**src/rtl/ode_ram_arbiter.sv**
```systemverilog
// Two-requester (host/engine) ownership arbiter for a dual-read, single-write coefficient RAM.
// Optional ARB_ROUND_ROBIN_EN: tie-break toward the requester not served most recently.
module ode_ram_arbiter #(
    parameter int RAM_ADDRESS_WIDTH = 13,
    parameter int DATA_WIDTH        = 64
) (
    input  logic                         CLK,
    input  logic                         RST,
    input  logic                         H_Req,
    input  logic                         E_Req,
    output logic                         H_Grant,
    output logic                         E_Grant,
    input  logic                         H_WR_Enable,
    input  logic                         E_WR_Enable,
    input  logic [RAM_ADDRESS_WIDTH-1:0] H_WR_Address,
    input  logic [RAM_ADDRESS_WIDTH-1:0] E_WR_Address,
    input  logic [DATA_WIDTH-1:0]        H_WR_Data,
    input  logic [DATA_WIDTH-1:0]        E_WR_Data,
    input  logic                         H_RD_Enable,
    input  logic                         E_RD_Enable,
    input  logic [RAM_ADDRESS_WIDTH-1:0] H_RD1_Address,
    input  logic [RAM_ADDRESS_WIDTH-1:0] E_RD1_Address,
    input  logic [RAM_ADDRESS_WIDTH-1:0] H_RD2_Address,
    input  logic [RAM_ADDRESS_WIDTH-1:0] E_RD2_Address,
    output logic                         H_RD_Valid,
    output logic                         E_RD_Valid,
    output logic [DATA_WIDTH-1:0]        RD1_Data,
    output logic [DATA_WIDTH-1:0]        RD2_Data,
    output logic                         RAM_WR_Enable,
    output logic [RAM_ADDRESS_WIDTH-1:0] RAM_WR_Address,
    output logic [DATA_WIDTH-1:0]        RAM_WR_Data,
    output logic [RAM_ADDRESS_WIDTH-1:0] RAM_RD1_Address,
    output logic [RAM_ADDRESS_WIDTH-1:0] RAM_RD2_Address,
    input  logic [DATA_WIDTH-1:0]        RAM_RD1_Data,
    input  logic [DATA_WIDTH-1:0]        RAM_RD2_Data,
    output logic [1:0]                   Owner,
    output logic                         Error
);

    typedef enum logic [1:0] {
        ST_IDLE = 2'b00,
        ST_HOST = 2'b01,
        ST_ENG  = 2'b10
    } state_e;

    state_e state_q, state_d;
    state_e tie_winner;

    logic                  h_vld_q, h_vld_d;
    logic                  e_vld_q, e_vld_d;
    logic                  err_q, err_d;
    logic [DATA_WIDTH-1:0] rd1_q, rd2_q;

`ifdef ARB_ROUND_ROBIN_EN
    // Last requester to receive a fresh grant; engine at reset so host wins the first tie.
    state_e last_q, last_d;

    always_ff @(posedge CLK or posedge RST) begin
        if (RST) last_q <= ST_ENG;
        else     last_q <= last_d;
    end

    always_comb begin
        last_d = last_q;
        if (state_d != ST_IDLE && state_d != state_q)
            last_d = state_d;
    end

    assign tie_winner = (last_q == ST_HOST) ? ST_ENG : ST_HOST;
`else
    assign tie_winner = ST_HOST;
`endif

    always_ff @(posedge CLK or posedge RST) begin
        if (RST) state_q <= ST_IDLE;
        else     state_q <= state_d;
    end

    // Owner keeps the RAM while its request is held; on release hand straight to a waiter.
    always_comb begin
        state_d = state_q;
        case (state_q)
            ST_IDLE: begin
                if (H_Req && E_Req) state_d = tie_winner;
                else if (H_Req)     state_d = ST_HOST;
                else if (E_Req)     state_d = ST_ENG;
            end
            ST_HOST: if (!H_Req) state_d = E_Req ? ST_ENG : ST_IDLE;
            ST_ENG:  if (!E_Req) state_d = H_Req ? ST_HOST : ST_IDLE;
            default: state_d = ST_IDLE;
        endcase
    end

    assign Owner   = state_q;
    assign H_Grant = (state_q == ST_HOST);
    assign E_Grant = (state_q == ST_ENG);

    always_comb begin
        RAM_WR_Enable   = 1'b0;
        RAM_WR_Address  = '0;
        RAM_WR_Data     = '0;
        RAM_RD1_Address = '0;
        RAM_RD2_Address = '0;
        case (state_q)
            ST_HOST: begin
                RAM_WR_Enable   = H_WR_Enable;
                RAM_WR_Address  = H_WR_Address;
                RAM_WR_Data     = H_WR_Data;
                RAM_RD1_Address = H_RD1_Address;
                RAM_RD2_Address = H_RD2_Address;
            end
            ST_ENG: begin
                RAM_WR_Enable   = E_WR_Enable;
                RAM_WR_Address  = E_WR_Address;
                RAM_WR_Data     = E_WR_Data;
                RAM_RD1_Address = E_RD1_Address;
                RAM_RD2_Address = E_RD2_Address;
            end
            default: ;
        endcase
    end

    // Valid follows the issuer, not the current owner, so a read on the last granted cycle still lands.
    always_comb begin
        h_vld_d = H_RD_Enable && (state_q == ST_HOST);
        e_vld_d = E_RD_Enable && (state_q == ST_ENG);
        err_d   = err_q
                | ((H_WR_Enable || H_RD_Enable) && (state_q != ST_HOST))
                | ((E_WR_Enable || E_RD_Enable) && (state_q != ST_ENG));
    end

    always_ff @(posedge CLK or posedge RST) begin
        if (RST) begin
            h_vld_q <= 1'b0;
            e_vld_q <= 1'b0;
            err_q   <= 1'b0;
            rd1_q   <= '0;
            rd2_q   <= '0;
        end else begin
            h_vld_q <= h_vld_d;
            e_vld_q <= e_vld_d;
            err_q   <= err_d;
            rd1_q   <= RAM_RD1_Data;
            rd2_q   <= RAM_RD2_Data;
        end
    end

    assign H_RD_Valid = h_vld_q;
    assign E_RD_Valid = e_vld_q;
    assign Error      = err_q;
    assign RD1_Data   = rd1_q;
    assign RD2_Data   = rd2_q;

endmodule

```
**config.mk**
```make
export PLATFORM = sky130hd
export DESIGN_NAME = ode_ram_arbiter
export DESIGN_NICKNAME = d
export VERILOG_FILES = /design/src/rtl/ode_ram_arbiter.sv
export SDC_FILE = /design/constraint.sdc
export NUM_CORES = 1
export LEC_CHECK = 0
export BUFFER_PORTS_ARGS = -buffer_cell sky130_fd_sc_hd__buf_4
export CAP_MARGIN = 20
export CORE_AREA = 8 8 218 220
export CTS_CLUSTER_SIZE = 25
export DETAILED_ROUTE_END_ITERATION = 10
export DIE_AREA = 0 0 226 228
export PLACE_DENSITY_LB_ADDON = 0.15
export SLEW_MARGIN = 20
export SYNTH_ARGS = -nofsm -noshare
export SYNTH_HDL_FRONTEND = slang
export SYNTH_SLANG_ARGS = --single-unit
export TNS_END_PERCENT = 5
```
**constraint.sdc**
```tcl
create_clock -name CLK -period 5.6 [get_ports CLK]
set_input_delay 0.84 -clock CLK [delete_from_list [all_inputs] [get_ports CLK]]
set_output_delay 0.84 -clock CLK [all_outputs]
set_load 0.05 [all_outputs]
```
==> run summary, run 1 <==
Fin Clk Skew = 0.00189 ns
clock sink count = 133
Req. time, crit path = 4.76 ns
slowest CP cell = ha_4
top cells by count, synth = dfrtp_1 (133), nor2b_1 (106), a22oi_1 (104), buf_2 (20), clkbuf_1 (9)
worst skew pair latency = 0.42 ns
CP max FO = 84
crit path launch type = register
Nets = 1317
Final Slew Violations = 0
post-CTS resize count = 0
post-synth top area cell = dfrtp_1
DRC viols = 0
Initial DRC Count = 258
fin area = 10700 um2
cell family with most CP delay = buffers and inverters
final period demand of the worst path = 3.76 ns
Hold WC Path Type = reg -> reg
RSZ-0062 raised after global routing = no
input/output buffers = 580
Post-Route WL = 30900 um
Max Root-Sink Buffers = 2
final RePlAce weighted congestion = 0.793
EDFF count, synth = 0
first-pass GRT wire length = 42300 um
actual slew at the worst max-slew pin = 1.02 ns
Root Driver = clkbuf_16
crit end category = output port
Netlist Area Pre-Place = 5120 um2
status = finished clean
ys flop type = dfrtp_1
# rows = 77
Crit path largest cell delay = 0.82 ns
Post-synth ARST share = 1.00
TritonCTS clock tree = built
gr ovfl total = 0
Die Wd = 226 um
count leader, synth = dfrtp_1
vias in the first global route = 5903
number of library cell types mapped by synthesis = 20
Post-CTS Setup Repair Bufs = 0
Mapped Cells = 402
Filler cells = 4708
WP buf/inv = 3
Hold Vio Cnt, Final = 0
Final Setup Violations = 0
CP Class = reg -> out
worst rel slew slack = 0.317
synthesized flop and latch total = 133
GRT Total Usage = 0.112
sequential element share of the synthesized area = 0.650
die height = 228 um
DRT Pass-1 Iters = 4
share of the clock period used by the worst path = 0.671
layout cell share with drive strength beyond 1 = 0.629
full die area = 51500 um2
Core Box Area = 43800 um2
Avg Inst Size Synth = 12.7 um2
fmax = 266 MHz
top cell type's share of synthesized area = 0.650
DR WL/cell = 19.6 um
critical-path cell list = inv_1 -> ha_4 -> buf_4 -> a22oi_1 -> nor2b_1 -> buf_4
initial antenna violation count = 8
Clock transition at path regs = 0.07 ns
Syn. warnings = 0
setup TNS = 0 ns
Initial Utilization = 0.117
largest net degree at the start of global routing = 105
Vias/cell = 3.50
H-tree levels = 4
total design power = 5140 uW
CTS Hold Bufs = 0
P per Cell Area = 479 nW/um2
Post-DRT Antenna Nets = 0
peak supply drop = 362 uV
Area Growth Syn to Fin = 110%
syn_nets = 749
Worst EP arrival = 2.92 ns
Synth area leaders = dfrtp_1 (65%), a22oi_1 (15%), nor2b_1 (13%), buf_2 (2.0%), ha_1 (1.2%)
dpl cell area = 10100 um2
via count = 5524
I/O pins = 581
Leakage = 0.00514 uW
number of buffers created by CTS = 17
most frequent CP cell = buf_4
Final HPWL DP = 25700 um
max-cap violations = 0
-- final timing paths --
kind	startpoint	endpoint	slack, ns	depth (start not counted)
worst max register to register	Owner[1]	Owner[1]	3.58	5
max in group asynchronous	RST	RD1_Data[41]	3.85	3
worst max-delay path	Owner[0]	RAM_WR_Data[23]	1.84	6
min in group asynchronous	RST	RD2_Data[34]	0.58	2
worst min register to register	Error	Error	0.50	2
worst min-delay path	Error	Error	0.50	2
-- worst register-to-register path: stages (launching register included) --
cell	delay, ns
dfrtp_1	0.48
inv_1	0.18
ha_4	0.80
and3_1	0.30
a31oi_1	0.04
nand3_1	0.14
-- cells by family (layout without fill, tap and decap cells) --
family,Yosys count,count (layout),synth area share
buf+inv,39,619,0.0372
other cells,0,5,0
simple gates,114,114,0.138
flops,133,133,0.650
fa+ha+maj,5,5,0.0122
mux,1,1,0.00196
compound gates,110,110,0.160
-- metrics by stage --
stage	util	hold slack [ns]	std cells	worst slack, ns
after floorplan	-	0.791	402	1.21
after global placement	0.231	0.476	1543	2.31
after detailed placement	0.231	0.480	1543	2.30
after CTS	0.245	0.480	1574	1.80
after global routing	0.245	0.485	1576	1.64
final	0.245	0.499	1579	1.84
-- where the power goes --
group	internal, uW	leakage (uW)	switching [uW]
clock network	714	0.000296	467
registers	1020	0.00155	30.1
logic	983	0.00329	1930
-- layer usage --
| layer | wire (um) | GRT usage | vias to the layer above |
|---|---|---|---|
| met1 | 10600 | 0.108 | 2604 |
| met4 | 675 | 0.0390 | 6 |
| met5 | 32 | 0 | - |
| met3 | 3250 | 0.0490 | 34 |
| li1 | - | - | 2553 |
| met2 | 16400 | 0.209 | 327 |
-- state kept, by name (all words and copies together) (netlist names) --
register	cells
RD1_Data	64
RD2_Data	64
E_RD_Valid	1
H_RD_Valid	1
Owner	2
Error	1
-- area by class of cell --
type | instances | area [um2] | share of cell area
timing repair buffer | 583 | 4380 | 0.408
sequential | 133 | 3330 | 0.310
multi-input combinational | 230 | 1640 | 0.152
tap | 592 | 741 | 0.0690
clock buffer | 17 | 425 | 0.0396
clock inverter | 14 | 189 | 0.0176
inverter | 5 | 23.8 | 0.00221
antenna | 5 | 12.5 | 0.00117
-- layout by cell type, fill, tap and decap left out --
master | Yosys | layout
a21oi_1 | 1 | 1
inv_1 | 5 | 4
ha_1 | 5 | 2
dfrtp_1 | 133 | 133
o22ai_1 | 1 | 1
mux2i_1 | 1 | 1
bufinv_16 | 0 | 3
o221ai_1 | 1 | 1
clkinvlp_4 | 0 | 2
ha_4 | 0 | 3
and3_1 | 1 | 1
o21ai_0 | 1 | 1
nor2b_1 | 106 | 106
inv_8 | 0 | 2
a31oi_1 | 1 | 1
nor2_1 | 2 | 2
inv_6 | 0 | 7
nand3_1 | 2 | 2
a211oi_1 | 1 | 1
a22oi_1 | 104 | 104
clkbuf_16 | 0 | 17
diode_2 | 0 | 5
nor3b_1 | 1 | 1
buf_4 | 5 | 583
and2_1 | 2 | 2
clkinv_4 | 0 | 1
Power figures use the tool's default switching activity.
==> run 2: changes to the inputs <==
clock period = 3.8 ns   (was 5.6 ns; I/O delays follow)
==> run 2 against run 1 <==
Sequential share of layout area about the same. Die area unchanged. Global-route usage increased by 0.10 points. Count of clock-buffer cells in the layout increased by 1. Critical path type unchanged. First-iteration DRC count decreased by 9.7%. Clock power increased by 35%.
==> run summary, run 2 (same netlist as run 1, synthesis figures left out) <==
status = finished clean
Final HPWL DP = 26300 um
Post-DRT Antenna Nets = 0
crit end category = output port
Die Wd = 226 um
clock sink count = 133
largest net degree at the start of global routing = 83
layout cell share with drive strength beyond 1 = 0.631
DR WL/cell = 19.8 um
Nets = 1322
Final Slew Violations = 0
Final Setup Violations = 0
number of buffers created by CTS = 17
gr ovfl total = 0
Initial Utilization = 0.117
Worst EP arrival = 2.64 ns
Req. time, crit path = 3.23 ns
Root Driver = clkbuf_16
full die area = 51500 um2
Int Power = 3900 uW
via count = 5507
actual slew at the worst max-slew pin = 0.683 ns
Post-CTS Setup Repair Bufs = 0
Comb power frac = 0.580
Max Root-Sink Buffers = 2
share of the clock period used by the worst path = 0.844
DRC viols = 0
final RePlAce weighted congestion = 0.798
Post-Route WL = 31200 um
GRT Total Usage = 0.113
commonest non-fill, non-tap cell in the layout = buf_4
pre-CTS setup slack = 1.05 ns
initial antenna violation count = 3
Filler cells = 4755
Area Growth Syn to Fin = 110%
post-CTS resize count = 0
Vias/cell = 3.48
worst rel slew slack = 0.545
fmax = 312 MHz
setup TNS = 0 ns
max-cap violations = 0
commonest non-fill, non-tap cells in the layout = buf_4 (585), dfrtp_1 (133), nor2b_1 (106), a22oi_1 (104), clkbuf_16 (17)
CP Class = reg -> out
worst skew pair latency = 0.41 ns
H-tree levels = 4
# rows = 77
Hold Vio Cnt, Final = 0
vias in the first global route = 6036
TritonCTS clock tree = built
P per Cell Area = 695 nW/um2
Initial DRC Count = 233
DRT Pass-1 Iters = 4
switching part of the total power = 0.478
die height = 228 um
Seq pwr share = 0.207
first-pass GRT wire length = 42600 um
final period demand of the worst path = 3.21 ns
RSZ-0062 raised after global routing = no
Clock transition at path regs = 0.07 ns
CP max FO = 56
input/output buffers = 580
Fin Clk Skew = 0.00372 ns
Clk pwr share = 0.213
CTS Hold Bufs = 0
crit path launch type = register
Psw = 3570 uW
worst setup margin = 0.591 ns
Hold WC Path Type = in -> reg
Core Box Area = 43800 um2
I/O pins = 581
peak supply drop = 365 uV
Leakage = 0.00514 uW
==> run 2: cell count changes in the layout (fill, tap and decap cells not counted) <==
cell and delta:
diode_2 -3, ha_4 -1, clkinv_4 +1, clkinvlp_4 +3, clkinv_2 +2, bufinv_16 -2
clkbuf_8 +1, inv_6 -4, ha_2 +1, inv_8 -1, buf_4 +2, buf_12 +3
==> run 2: path summary, 6_finish.rpt <==
check	from	cells after the start	to	slack, ns
worst max-delay path	Owner[0]	5	RAM_WR_Data[6]	0.59
min in group asynchronous	RST	3	RD1_Data[19]	0.29
max in group asynchronous	RST	3	E_RD_Valid	2.92
worst min-delay path	RAM_RD1_Data[14]	1	RD1_Data[14]	0.25
worst max register to register	Owner[1]	5	Owner[1]	2.13
worst min register to register	Error	2	Error	0.49
==> run 2: worst max-delay path: stages (launching register included) <==
cell and delay [ns]:
dfrtp_1 0.48, inv_1 0.17, ha_2 0.65, buf_4 0.46
nor2b_1 0.23, buf_4 0.22
==> run 2: cell type report <==
cell class                 count  area, um2  area share
antenna                        2       5.00    0.000466
clock buffer                  18        439      0.0409
clock inverter                13        125      0.0117
inverter                       5       22.5     0.00210
multi-input combinational    230       1630       0.151
sequential                   133       3330       0.310
tap                          592        741      0.0690
timing repair buffer         588       4450       0.415
==> run 2: power groups by stage <==
stage / combinational, uW / clock [uW] / sequential [uW]
6_report: 4330 / 1590 / 1540
4_1_cts: 4380 / 1660 / 1540
3_5_place_dp: 4360 / 0 / 1570
5_1_grt: 4540 / 1730 / 1550
3_3_place_gp: 4400 / 0 / 1570
2_1_floorplan: 2650 / 0 / 1860
==> run 2: layer usage <==
metal,part of all wire,track usage
met1,0.35,0.112
met2,0.53,0.212
met3,0.10,0.0486
met4,0.014,0.0303
met5,0.00061,0
==> run 2: per-stage QoR <==
| step | total power (uW) | area [um2] | hold WS [ns] | std cells | utilization |
|---|---|---|---|---|---|
| after floorplan | 4510 | 5120 | 0.601 | 402 | - |
| after global placement | 5970 | 10200 | 0.471 | 1548 | 0.232 |
| after detailed placement | 5930 | 10200 | 0.469 | 1548 | 0.232 |
| after CTS | 7580 | 10700 | 0.223 | 1579 | 0.245 |
| after global routing | 7820 | 10700 | 0.215 | 1580 | 0.245 |
| final | 7460 | 10700 | 0.252 | 1581 | 0.245 |
==> run 3: changes to the inputs <==
ABC_AREA = 1   (was not set)
CORE_AREA = 8 8 217 219   (was 8 8 218 220)
DIE_AREA = 0 0 225 227   (was 0 0 226 228)
clock period = 2.63 ns   (was 3.8 ns; I/O delays follow)
==> run 3 against run 2 <==
Via count increased by 6.8%. Die area fell by 0.88%. Worst hold slack got worse by 0.19 ns. Final area up 0.66%. Largest cell class unchanged. Highest routed layer is now met4.
==> run summary, run 3 <==
status = finished clean
EDFF count, synth = 0
Post-DRT Antenna Nets = 0
synthesized flop and latch total = 133
number of library cell types mapped by synthesis = 15
post-synth top area cell = dfrtp_1
clock sink count = 133
GRT Total Usage = 0.118
via count = 5881
P per Cell Area = 1010 nW/um2
share of the clock period used by the worst path = 0.965
critical-path cell list = inv_1 -> ha_1 -> clkinv_2 -> buf_16 -> a21oi_1 -> buf_4
Worst EP arrival = 2.14 ns
Core Box Area = 43600 um2
actual slew at the worst max-slew pin = 0.493 ns
Req. time, crit path = 2.24 ns
WP buf/inv = 4
DRC viols = 0
layout cell share with drive strength beyond 1 = 0.569
CP Class = reg -> out
crit end category = output port
TritonCTS clock tree = built
number of buffers created by CTS = 17
DR WL/cell = 18.9 um
Top Layer Used = met4
Nets = 1441
CP max FO = 104
fmax = 394 MHz
top cells by count, synth = nand2_1 (221), dfrtp_1 (133), a21oi_1 (105), buf_2 (15), buf_4 (9)
DRT Pass-1 Iters = 5
Post-Route WL = 32100 um
Max Root-Sink Buffers = 2
input/output buffers = 580
Area Growth Syn to Fin = 115%
Fin Clk Skew = 0.00149 ns
met2 wire len = 17300 um
met1 wire length = 10700 um
Die Wd = 225 um
top cell type's share of synthesized area = 0.663
Syn. warnings = 0
Initial Utilization = 0.115
syn_nets = 863
Netlist Area Pre-Place = 5020 um2
largest net degree at the start of global routing = 105
placed cell count = 1664
Hold WC Path Type = in -> reg
Clock transition at path regs = 0.07 ns
Mapped Cells = 516
Post-synth ARST share = 1.00
met3 wire len = 3640 um
Final Setup Violations = 0
Initial DRC Count = 222
Synth area leaders = dfrtp_1 (66%), nand2_1 (17%), a21oi_1 (10%), buf_2 (1.5%), buf_4 (1.3%)
Avg Inst Size Synth = 9.73 um2
ys flop type = dfrtp_1
initial antenna violation count = 1
Reg area = 3330 um2
vias in the first global route = 6292
worst setup margin = 0.0925 ns
commonest non-fill, non-tap cell in the layout = buf_4
full die area = 51100 um2
worst rel slew slack = 0.671
Hold Vio Cnt, Final = 0
Root Driver = clkbuf_16
Vias/cell = 3.46
slowest CP cell = dfrtp_2
# rows = 77
Multi-input gate area = 1490 um2
worst skew pair latency = 0.43 ns
I/O pins = 581
first-pass GRT wire length = 43500 um
H-tree levels = 4
count leader, synth = nand2_1
gr ovfl total = 0
pre-CTS setup slack = 0.497 ns
peak supply drop = 777 uV
Final HPWL DP = 27000 um
Filler cells = 4796
Final Slew Violations = 0
max-cap violations = 0
die height = 227 um
final RePlAce weighted congestion = 0.832
final period demand of the worst path = 2.54 ns
commonest non-fill, non-tap cells in the layout = buf_4 (585), nand2_1 (221), dfrtp_1 (132), a21oi_1 (104), clkbuf_16 (17)
crit path launch type = register
Leakage = 0.00529 uW
cell family with most CP delay = buffers and inverters
sequential element share of the synthesized area = 0.663
Crit path largest cell delay = 0.43 ns
post-route insts no fill = 1700
RSZ-0062 raised after global routing = no
==> run 3: cell types whose count changed after synthesis, moves of 2 or more <==
cell	change
and2_1	-2
clkbuf_1	-3
buf_6	+3
buf_2	-5
inv_1	+2
buf_4	+4
nor2b_1	-106
nand2_1	+221
a21oi_1	+104
nor2_1	+5
a22oi_1	-104
==> run 3: final cells by class <==
class,instances,area share
Antenna cell,1,0.000231
Clock buffer,17,0.0394
Clock inverter,15,0.0213
Inverter,8,0.00324
Multi-Input combinational cell,341,0.138
Sequential cell,133,0.308
Tap cell,592,0.0685
Timing Repair Buffer,593,0.422
==> run 3: worst paths after layout <==
kind | startpoint | to | slack (ns) | depth (start not counted)
setup / recovery | Owner[1] | RAM_WR_Data[4] | 0.09 | 6
hold / removal | RAM_RD1_Data[41] | RD1_Data[41] | 0.06 | 1
setup reg to reg | Owner[1] | Owner[1] | 1.26 | 7
hold reg to reg | Error | Error | 0.49 | 2
max in group asynchronous | RST | Owner[1] | 1.47 | 4
min in group asynchronous | RST | RD1_Data[61] | 0.54 | 3
==> run 3: report_power, final <==
| group | switching, uW | total [uW] | internal (uW) | leakage, uW |
|---|---|---|---|---|
| Clock | 1070 | 2630 | 1560 | 0.000321 |
| Combinational | 4310 | 6050 | 1740 | 0.00342 |
| Sequential | 45.0 | 2210 | 2170 | 0.00155 |
| Total | 5420 | 10900 | 5470 | 0.00529 |
==> run 3: cell families (layout without fill, tap and decap cells) <==
logic type / count (synthesis) / after routing / synth area share
DFF: 133 / 133 / 0.663
other: 0 / 1 / 0
AOI/OAI and AO/OA: 106 / 106 / 0.106
buffers and inverters: 42 / 633 / 0.0463
and+or+nand+nor: 230 / 230 / 0.173
adders and majority gates: 5 / 5 / 0.0125
==> run 3: worst register-to-register path, delay by kind of cell (launching register included) <==
| family | cells | cell delay (ns) |
|---|---|---|
| simple gates | 3 | 0.18 |
| flops | 1 | 0.46 |
| compound gates | 1 | 0.14 |
| fa+ha+maj | 1 | 0.21 |
| buf+inv | 2 | 0.32 |
==> run 3: metrics by stage <==
stage	total power, uW	TNS [ns]	hold WS (ns)	utilization	instance area (um2)
after CTS	11100	0	0.0226	0.247	10800
after global routing	11500	0	0.0269	0.248	10800
after floorplan	6200	-30.12	0.426	-	5030
final	10900	0	0.0585	0.248	10800
after detailed placement	8350	0	0.415	0.232	10100
after global placement	8360	0	0.424	0.232	10100
==> run 3: layer usage <==
layer | up-vias | global-route usage
met5 | - | 0
met2 | 359 | 0.218
met3 | 23 | 0.0573
met4 | 0 | 0.0384
li1 | 2792 | -
met1 | 2707 | 0.113
==> run 3: repair_timing <==
| action | in CTS | in global routing |
|---|---|---|
| buffers inserted | 0 | 2 |
| gates resized for setup | 2 | 2 |
| endpoints found under the hold margin | 13 | 0 |
| pin swaps | 0 | 1 |
| cloned | 0 | 0 |
| endpoints found under the setup margin | 2 | 8 |
| hold buffers | 1 | 0 |
